File: config.mk
export PLATFORM = sky130hd
export DESIGN_NAME = aap_fetch_queue
export DESIGN_NICKNAME = d
export VERILOG_FILES = /design/src/rtl/aap_fetch_pkg.sv /design/src/rtl/aap_fetch_word_fifo.sv /design/src/rtl/aap_fetch_queue.sv
export SDC_FILE = /design/constraint.sdc
export NUM_CORES = 1
export LEC_CHECK = 0
export ABC_AREA = 1
export CAP_MARGIN = 20
export CORE_MARGIN = 2
export CORE_UTILIZATION = 54
export DETAILED_ROUTE_END_ITERATION = 7
export GPL_ROUTABILITY_DRIVEN = 0
export PLACE_DENSITY = 0.77
export RECOVER_POWER = 100
export SLEW_MARGIN = 20
export SYNTH_ARGS = -nofsm -noshare
export SYNTH_HDL_FRONTEND = slang
export SYNTH_SLANG_ARGS = --single-unit
export TNS_END_PERCENT = 30
File: constraint.sdc
create_clock -name clock -period 20.7 [get_ports clock]
set_input_delay 4.14 -clock clock [delete_from_list [all_inputs] [get_ports clock]]
set_output_delay 4.14 -clock clock [all_outputs]
set_load 0.05 [all_outputs]
File: src/rtl/aap_fetch_pkg.sv
// rtl/aap_fetch_pkg.sv - shared widths and instruction-length helper for the AAP fetch queue
package aap_fetch_pkg;

    localparam int IWORD_W  = 16;
    localparam int INSTR_W  = 32;
    localparam int IS32_BIT = 15;

    // Length of an instruction in 16-bit words, decided by its first word only
    function automatic logic [1:0] instr_words(input logic [IWORD_W-1:0] first);
        return first[IS32_BIT] ? 2'd2 : 2'd1;
    endfunction

endpackage

File: src/rtl/aap_fetch_word_fifo.sv
// rtl/aap_fetch_word_fifo.sv - word FIFO tagged with fetch address, 0/1/2-word pop, head and head+1 reads
module aap_fetch_word_fifo
    import aap_fetch_pkg::*;
#(
    parameter int DEPTH = 4,
    parameter int DW    = 36,
    localparam int PW   = $clog2(DEPTH),
    localparam int CW   = PW + 1
) (
    input  logic          i_clk,
    input  logic          i_rst,
    input  logic          i_clear,
    input  logic          i_push,
    input  logic [DW-1:0] i_push_data,
    input  logic [1:0]    i_pop_n,
    output logic [CW-1:0] o_count,
    output logic [DW-1:0] o_head,
    output logic [DW-1:0] o_head1
);

    logic [DW-1:0] r_mem [DEPTH];
    logic [PW-1:0] r_head;
    logic [PW-1:0] r_tail;
    logic [CW-1:0] r_count;
    logic [PW-1:0] w_head1;

    assign w_head1 = r_head + PW'(1);
    assign o_count = r_count;
    assign o_head  = r_mem[r_head];
    assign o_head1 = r_mem[w_head1];

    // The producer only pushes with free space, so count never exceeds DEPTH
    always_ff @(posedge i_clk or posedge i_rst) begin
        if (i_rst) begin
            r_head  <= '0;
            r_tail  <= '0;
            r_count <= '0;
            for (int i = 0; i < DEPTH; i++) begin
                r_mem[i] <= '0;
            end
        end else if (i_clear) begin
            r_head  <= '0;
            r_tail  <= '0;
            r_count <= '0;
        end else begin
            if (i_push) begin
                r_mem[r_tail] <= i_push_data;
                r_tail        <= r_tail + PW'(1);
            end
            r_head  <= r_head + PW'(i_pop_n);
            r_count <= r_count + CW'(i_push) - CW'(i_pop_n);
        end
    end

endmodule

File: src/rtl/aap_fetch_queue.sv
// rtl/aap_fetch_queue.sv - prefetch queue assembling 16/32-bit AAP instructions with redirect support
module aap_fetch_queue
    import aap_fetch_pkg::*;
#(
    parameter int                 IADDR_W  = 20,
    parameter int                 DEPTH    = 4,
    parameter logic [IADDR_W-1:0] RESET_PC = '0
) (
    input  logic               clock,
    input  logic               reset,
    input  logic               flush,
    input  logic [IADDR_W-1:0] flush_pc,
    output logic [IADDR_W-1:0] imem_addr,
    output logic               imem_req,
    input  logic [IWORD_W-1:0] imem_data,
    output logic               out_valid,
    input  logic               out_ready,
    output logic [INSTR_W-1:0] out_instr,
    output logic               out_is32,
    output logic [IADDR_W-1:0] out_pc
);

    localparam int DW = IWORD_W + IADDR_W;
    localparam int CW = $clog2(DEPTH) + 1;

    logic [IADDR_W-1:0] r_fetch_pc;
    logic [IADDR_W-1:0] r_resp_pc;
    logic               r_inflight;
    logic               r_discard;

    logic [CW-1:0]      w_count;
    logic [DW-1:0]      w_head;
    logic [DW-1:0]      w_head1;
    logic [IWORD_W-1:0] w_head_word;
    logic [IWORD_W-1:0] w_head1_word;
    logic [IADDR_W-1:0] w_head_pc;
    logic               w_head_is32;
    logic               w_valid;
    logic               w_issue;
    logic               w_push;
    logic [1:0]         w_pop_n;

    assign w_head_word  = w_head[IWORD_W-1:0];
    assign w_head1_word = w_head1[IWORD_W-1:0];
    assign w_head_pc    = w_head[DW-1:IWORD_W];
    assign w_head_is32  = w_head_word[IS32_BIT];

    // Space is judged before this cycle's pop so issue never depends on out_ready
    assign w_issue = !flush && ((w_count + CW'(r_inflight)) < CW'(DEPTH));
    assign w_push  = r_inflight && !r_discard;

    assign w_valid = (w_count >= CW'(1) && !w_head_is32) ||
                     (w_count >= CW'(2) &&  w_head_is32);

    assign w_pop_n = (w_valid && out_ready && !flush) ? instr_words(w_head_word) : 2'd0;

    assign imem_req  = w_issue && !reset;
    assign imem_addr = reset ? '0 : r_fetch_pc;

    always_comb begin
        out_valid = 1'b0;
        out_instr = '0;
        out_is32  = 1'b0;
        out_pc    = '0;
        if (w_valid) begin
            out_valid = 1'b1;
            out_is32  = w_head_is32;
            out_pc    = w_head_pc;
            out_instr = w_head_is32 ? {w_head_word, w_head1_word}
                                    : {{(INSTR_W-IWORD_W){1'b0}}, w_head_word};
        end
    end

    aap_fetch_word_fifo #(
        .DEPTH (DEPTH),
        .DW    (DW)
    ) u_fifo (
        .i_clk       (clock),
        .i_rst       (reset),
        .i_clear     (flush),
        .i_push      (w_push),
        .i_push_data ({r_resp_pc, imem_data}),
        .i_pop_n     (w_pop_n),
        .o_count     (w_count),
        .o_head      (w_head),
        .o_head1     (w_head1)
    );

    // A response landing in the flush cycle is dropped by the FIFO clear;
    // discard covers any response still owed after the redirect
    always_ff @(posedge clock or posedge reset) begin
        if (reset) begin
            r_fetch_pc <= RESET_PC;
            r_resp_pc  <= '0;
            r_inflight <= 1'b0;
            r_discard  <= 1'b0;
        end else if (flush) begin
            r_fetch_pc <= flush_pc;
            r_inflight <= 1'b0;
            r_discard  <= r_inflight;
        end else begin
            r_inflight <= w_issue;
            r_discard  <= 1'b0;
            if (w_issue) begin
                r_fetch_pc <= r_fetch_pc + IADDR_W'(1);
                r_resp_pc  <= r_fetch_pc;
            end
        end
    end

endmodule

==> impl_metrics.tcl, run 1 <==
set metrics [dict create \
    status "finished with violations" \
    violations "max-capacitance violations, max-slew violations" \
    min_period_ns 12.00 \
    synth_compound_area_share_pct 19.1 \
    hold_buffers 0 \
    synth_fa_ha_area_share_pct 1.11 \
    slowest_delay_ns 1.10 \
    p_sw_mw 0.765 \
    cts_resized 0 \
    clockRootBuffer "clkbuf_16" \
    power.internal_mw 0.924 \
    critPathTopFamily "buffers and inverters" \
    yosysWarnings 0 \
    drv_cap 7 \
    area_growth_pct 16.5 \
    synthTopCellsByArea "dfrtp_1, nand2_1, o21ai_0" \
    rows 49 \
    setup_viol 0 \
    max_freq_mhz 83.3 \
    vias_per_cell 5.62 \
    nets 1361 \
    crit_buf_inv 4 \
    rsz0062_at_grt "no" \
    ys.flop_type "dfrtp_1" \
    pwr_density_cell_mw_per_mm2 149 \
    synthDistinctLibCells 34 \
    crit_chain "dlygate4sd3_1 -> clkbuf_1 -> inv_1 -> nand2_1 -> nor2_1 -> dlygate4sd3_1" \
    drt-initial-drc-count 933 \
    io_pins 115 \
    synth_top_area_cell "dfrtp_1" \
    dieHeight_um 138 \
    cts_tree "yes" \
    cp_common_cell "dlygate4sd3_1" \
    start_kind "primary input" \
    syn_inst 1250 \
    seq_area_frac_synth_pct 49.6 \
    stdcell_count 1555 \
    crit_arrival_ns 7.86 \
    final.setup.tns_ns 0 \
    via_count 8745 \
    dieArea_mm2 0.0191 \
    final.fill_count 1528 \
    clockBufferDepth 2 \
    holdWs_ns 0.480 \
    syn-cell-area_mm2 0.00973 \
    clock_skew_ns 0.00851 \
    synth_top_family_by_area "simple AND/OR/NAND/NOR gates" \
    wl_per_cell_um 15.7 \
    finalCritPeriodShare_pct 58.0 \
    clkPwrFrac_pct 19.0 \
    ir_drop_mv 0.0989 \
    hp-class "flop to flop" \
    synth_area_per_cell_um2 7.79 \
    cp_slowest_cell "nand2_1" \
    synth_edf_count 0 \
    p_leak_nw 5.36 \
    pwr-share-comb_pct 45.8 \
    synth_common_cells "nand2_1, o21ai_0, dfrtp_1" \
    slew_headroom_pct -215 \
    p_seq_share_pct 35.2 \
    muxShareOfSynthArea_pct 0 \
    antenna_cells 0 \
    p_sw_share_pct 45.3 \
    syn-num-nets 1298 \
    clock_sinks 193 \
    initial_utilization_pct 54.5 \
    synth_seq_cells 193 \
    drc 0 \
    setup_ws_ns 8.70 \
    clk_pin_slew_ns 0.07 \
    clock_latency_ns 0.43 \
    hold_viol_final 0 \
    yosysMostFrequentCell "nand2_1" \
    worstSetupPathType "primary input to output port" \
    cts_max_level 4 \
    cts_setup_buffers 0 \
    drive_gt1_share_pct 3.54 \
    grt_pass1_wl_um 40600 \
    track_usage_pct 25.6 \
    grt_pass1_vias 8188 \
    critical_path_required_ns 16.56 \
    drt_pass1_iterations 5 \
    synth_top_area_share_pct 49.6 \
    overflow 0 \
    synth_simple_gate_area_share_pct 21.5 \
    slew_violations 564 \
    synthArstFlopShare_pct 100 \
    worstMarginPinSlew_ns 4.70 \
    drt.antenna.violating_nets 0 \
    end_kind "output port" \
    grt_max_degree 110 \
    path_max_fanout 46 \
    synthXorXnorAreaFrac_pct 0.810 \
    numCtsBuffers 17 \
    total_power_mw 1.69 \
    io_buffers 114 \
    dp_hpwl_um 14800 \
    wl_um 24400 \
    detailedPlace.worstSlack_ns 10.03 \
    core_area_mm2 0.0178 \
    antenna_found_initial 0 \
    die_x_um 138 \
    placedCellCount 1523 \
]
-- per-layer routing --
metal / vias up / GRT usage [%] / wire, um
li1: 4202 / - / -
met1: 4176 / 37.2 / 11000
met2: 333 / 39.9 / 11400
met3: 34 / 3.91 / 1590
met4: 0 / 8.81 / 430
met5: - / 0 / 0
-- cell families (layout without fill, tap and decap cells) --
kind of cell | count (synthesis) | in the layout
AO/OA/AOI/OAI | 341 | 341
XOR/XNOR | 9 | 9
adder cells (fa/ha/maj) | 8 | 8
buffers and inverters | 177 | 253
flip-flops | 193 | 193
AND/OR/NAND/NOR | 522 | 522
-- cell usage in the layout (no fill, tap or decap), types with 4 or more instances in the layout --
cell | synthesis | layout
dlygate4sd3_1 | 0 | 74
nand3_1 | 20 | 20
nor2_1 | 176 | 177
nand4_1 | 7 | 7
clkbuf_1 | 28 | 5
nor2_2 | 4 | 4
o21ai_0 | 213 | 226
inv_1 | 94 | 94
nand2_1 | 299 | 305
inv_2 | 7 | 6
clkbuf_16 | 0 | 17
xor2_1 | 7 | 7
clkdlybuf4s50_1 | 0 | 40
ha_1 | 7 | 7
a32oi_1 | 8 | 8
dfrtp_1 | 193 | 192
a21oi_1 | 50 | 50
o211ai_1 | 9 | 9
o22ai_1 | 23 | 23
a22o_1 | 9 | 9
nand3b_1 | 4 | 4
o22a_1 | 8 | 8
-- final cells by class --
type	instances	area, um2	share of cell area, %
clock buffer	22	474	4.18
clock inverter	10	101	0.894
inverter	101	380	3.36
multi-input combinational	880	4090	36.0
sequential	193	4830	42.6
tap	229	287	2.53
timing repair buffer	120	1170	10.4
-- state kept, by name (all words and copies together) (netlist names) --
| name | cells |
|---|---|
| r_discard | 1 |
| r_fetch_pc | 20 |
| r_inflight | 1 |
| r_resp_pc | 20 |
| u_fifo.o_count | 3 |
| u_fifo.r_head | 2 |
| u_fifo.r_mem | 144 |
| u_fifo.r_tail | 2 |
-- power groups by stage --
stage	combinational (mW)	sequential (mW)	clock [mW]
after floorplan	0.598	0.571	0
after global placement	0.780	0.591	0
after detailed placement	0.794	0.595	0
after CTS	0.798	0.590	0.322
after global routing	0.853	0.610	0.338
final	0.773	0.595	0.320
-- per-stage QoR --
step	utilization [%]	instance area, um2
floorplan	-	9730
global placement	60.7	10800
detailed placement	60.7	10800
CTS	63.9	11400
global route	63.5	11300
finish	63.5	11300
-- worst reg2reg max path, cell delays in order, from the launching register on --
cell      delay, ns
dfrtp_2        0.36
clkbuf_1       2.59
nand2_1        0.19
nand3_1        0.23
nand2_2        0.23
nand2_1        0.15
nand2_2        0.10
nand3_1        0.16
xor2_1         0.17
ha_1           0.16
inv_1          0.05
fa_1           0.37
xor2_1         0.16
nor2_1         0.05
-- final timing paths --
kind,from,to,slack (ns),depth (start not counted)
setup / recovery,flush,imem_req,8.70,6
min in group asynchronous,reset,r_fetch_pc[7],6.06,2
hold reg to reg,u_fifo.r_mem[17],u_fifo.r_mem[17],0.48,2
max in group asynchronous,reset,u_fifo.r_mem[45],9.13,3
setup reg to reg,u_fifo.r_head[0],u_fifo.o_count[2],15.55,13
hold / removal,u_fifo.r_mem[17],u_fifo.r_mem[17],0.48,2
Note: power is estimated with default switching activity, not from simulation.
==> run 2, diff against run 1 <==
--- a/config.mk
+++ b/config.mk
@@ -8,7 +8,7 @@
 export ABC_AREA = 1
 export CAP_MARGIN = 20
 export CORE_MARGIN = 2
-export CORE_UTILIZATION = 54
+export CORE_UTILIZATION = 51
 export DETAILED_ROUTE_END_ITERATION = 7
 export GPL_ROUTABILITY_DRIVEN = 0
 export PLACE_DENSITY = 0.77
==> constraint.sdc (replaced) <==
create_clock -name clock -period 10.42 [get_ports clock]
set_input_delay 2.084 -clock clock [delete_from_list [all_inputs] [get_ports clock]]
set_output_delay 2.084 -clock clock [all_outputs]
set_load 0.05 [all_outputs]
==> impl_metrics.tcl, run 2 (same netlist as run 1, synthesis figures left out) <==
set metrics [dict create \
    status "finished with violations" \
    clockRootBuffer "clkbuf_16" \
    stdcell_count 1560 \
    p_leak_nw 5.35 \
    min_period_ns 7.85 \
    drive_gt1_share_pct 3.24 \
    cts_max_level 4 \
    dieHeight_um 142 \
    cts_resized 0 \
    critPathTopFamily "buffers and inverters" \
    hold_viol_final 0 \
    dieArea_mm2 0.0202 \
    largest_reg_flops 144 \
    drt-initial-drc-count 910 \
    pwr_density_cell_mw_per_mm2 294 \
    crit_chain "dlygate4sd3_1 -> clkbuf_1 -> inv_1 -> nand2_1 -> nor2_1 -> dlygate4sd3_1" \
    end_kind "output port" \
    cp_slowest_cell "nand2_1" \
    wl_per_cell_um 15.6 \
    p_sw_share_pct 45.2 \
    startpoint "flush" \
    drv_cap 6 \
    initial_utilization_pct 52.0 \
    worstMarginPinSlew_ns 4.15 \
    overflow 0 \
    reg_top3 "u_fifo.r_mem: 144 flops, r_fetch_pc: 20 flops, r_resp_pc: 20 flops" \
    cts_tree "yes" \
    path_max_fanout 46 \
    die_x_um 142 \
    rows 50 \
    max_freq_mhz 127 \
    rsz0062_at_grt "no" \
    hold_buffers 0 \
    drt.antenna.violating_nets 0 \
    antenna_found_initial 0 \
    clk_pin_slew_ns 0.06 \
    final.setup.tns_ns 0 \
    clock_latency_ns 0.43 \
    clockBufferDepth 2 \
    layout_commonest_cell "nand2_1" \
    core_area_mm2 0.0187 \
    wl_um 24300 \
    r2r-start "r_inflight" \
    cp_common_cell "dlygate4sd3_1" \
    track_usage_pct 25.0 \
    area_growth_pct 16.2 \
    crit_arrival_ns 5.77 \
    clkPwrFrac_pct 18.3 \
    grt_pass1_wl_um 40400 \
    slew_headroom_pct -178 \
    clock_sinks 193 \
    slew_violations 438 \
    drt_pass1_iterations 5 \
    worstSetupPathType "primary input to output port" \
    grt_max_degree 98 \
    drc 0 \
    io_pins 115 \
    worstHoldStart "u_fifo.r_mem[20]" \
    via_count 8640 \
    nets 1362 \
    io_buffers 114 \
    antenna_cells 0 \
    final_cell_mix "nand2_1, o21ai_0, dfrtp_1" \
    p_seq_share_pct 35.5 \
    p_sw_mw 1.50 \
    grt_pass1_vias 8273 \
    violations "max-capacitance violations, max-slew violations" \
    finalCritPeriodShare_pct 75.4 \
    vias_per_cell 5.54 \
    cts_setup_buffers 0 \
    placedCellCount 1529 \
    top_register "u_fifo.r_mem" \
    critical_path_required_ns 8.34 \
    numCtsBuffers 17 \
    crit_buf_inv 4 \
    slowest_delay_ns 1.04 \
    dp_hpwl_um 14900 \
    hp-class "flop to flop" \
    setup_viol 0 \
    power.internal_mw 1.82 \
    start_kind "primary input" \
    pwr-share-comb_pct 46.2 \
    clock_skew_ns 0.00914 \
    ir_drop_mv 0.147 \
]
## run 2: changes by cell type in the layout (fill, tap and decap cells not counted)
cell | before | now
clkinv_2 | 1 | 2
clkbuf_1 | 5 | 9
buf_4 | 3 | 5
clkinv_4 | 3 | 0
clkbuf_8 | 3 | 2
clkinvlp_4 | 3 | 2
inv_6 | 2 | 0
## run 2: worst paths after layout
path	slack (ns)	depth (start not counted)	endpoint
setup / recovery	2.57	6	imem_req
max in group asynchronous	3.00	3	u_fifo.r_mem[112]
hold reg to reg	0.48	2	u_fifo.r_mem[20]
setup reg to reg	7.23	6	u_fifo.r_mem[127]
hold / removal	0.48	2	u_fifo.r_mem[20]
min in group asynchronous	3.77	2	r_fetch_pc[6]
## run 2: routing by layer
| layer | vias up | GRT usage, % | wire [um] |
|---|---|---|---|
| met3 | 26 | 4.04 | 1590 |
| met4 | 0 | 8.53 | 311 |
| met5 | - | 0 | 0 |
| met2 | 307 | 39.5 | 11400 |
| met1 | 4105 | 35.3 | 11000 |
| li1 | 4202 | - | - |
## run 2: worst min-delay path: stages, from the launching register on
cell and delay [ns]:
dfrtp_1 0.34, nand2_1 0.05, o21ai_0 0.06
## run 2: power by group through the flow
| stage | Combinational (mW) | Sequential, mW | Clock [mW] |
|---|---|---|---|
| 6_report | 1.53 | 1.18 | 0.608 |
| 5_1_grt | 1.70 | 1.21 | 0.648 |
| 4_1_cts | 1.59 | 1.17 | 0.614 |
| 3_5_place_dp | 1.58 | 1.18 | 0 |
| 3_3_place_gp | 1.55 | 1.18 | 0 |
| 2_1_floorplan | 1.19 | 1.14 | 0 |
## run 2: area by class of cell
cell class | count | area [um2]
fillers | 1645 | 7400
flip-flops and latches | 193 | 4830
multi-input cells | 880 | 4090
repair buffers | 121 | 1190
clock buffers | 26 | 479
inverters | 101 | 380
well taps | 234 | 293
clock inverters | 5 | 55.1
## run 2: metrics by stage
step,util (%),worst slack [ns],instance area [um2],power [mW],hold WS [ns]
5_1_grt,60.5,1.94,11300,3.56,0.499
6_report,60.5,2.57,11300,3.32,0.480
4_1_cts,60.8,3.87,11400,3.38,0.484
3_5_place_dp,57.9,3.88,10800,2.76,0.468
2_1_floorplan,-,2.88,9730,2.32,0.448
3_3_place_gp,57.9,3.91,10800,2.73,0.461
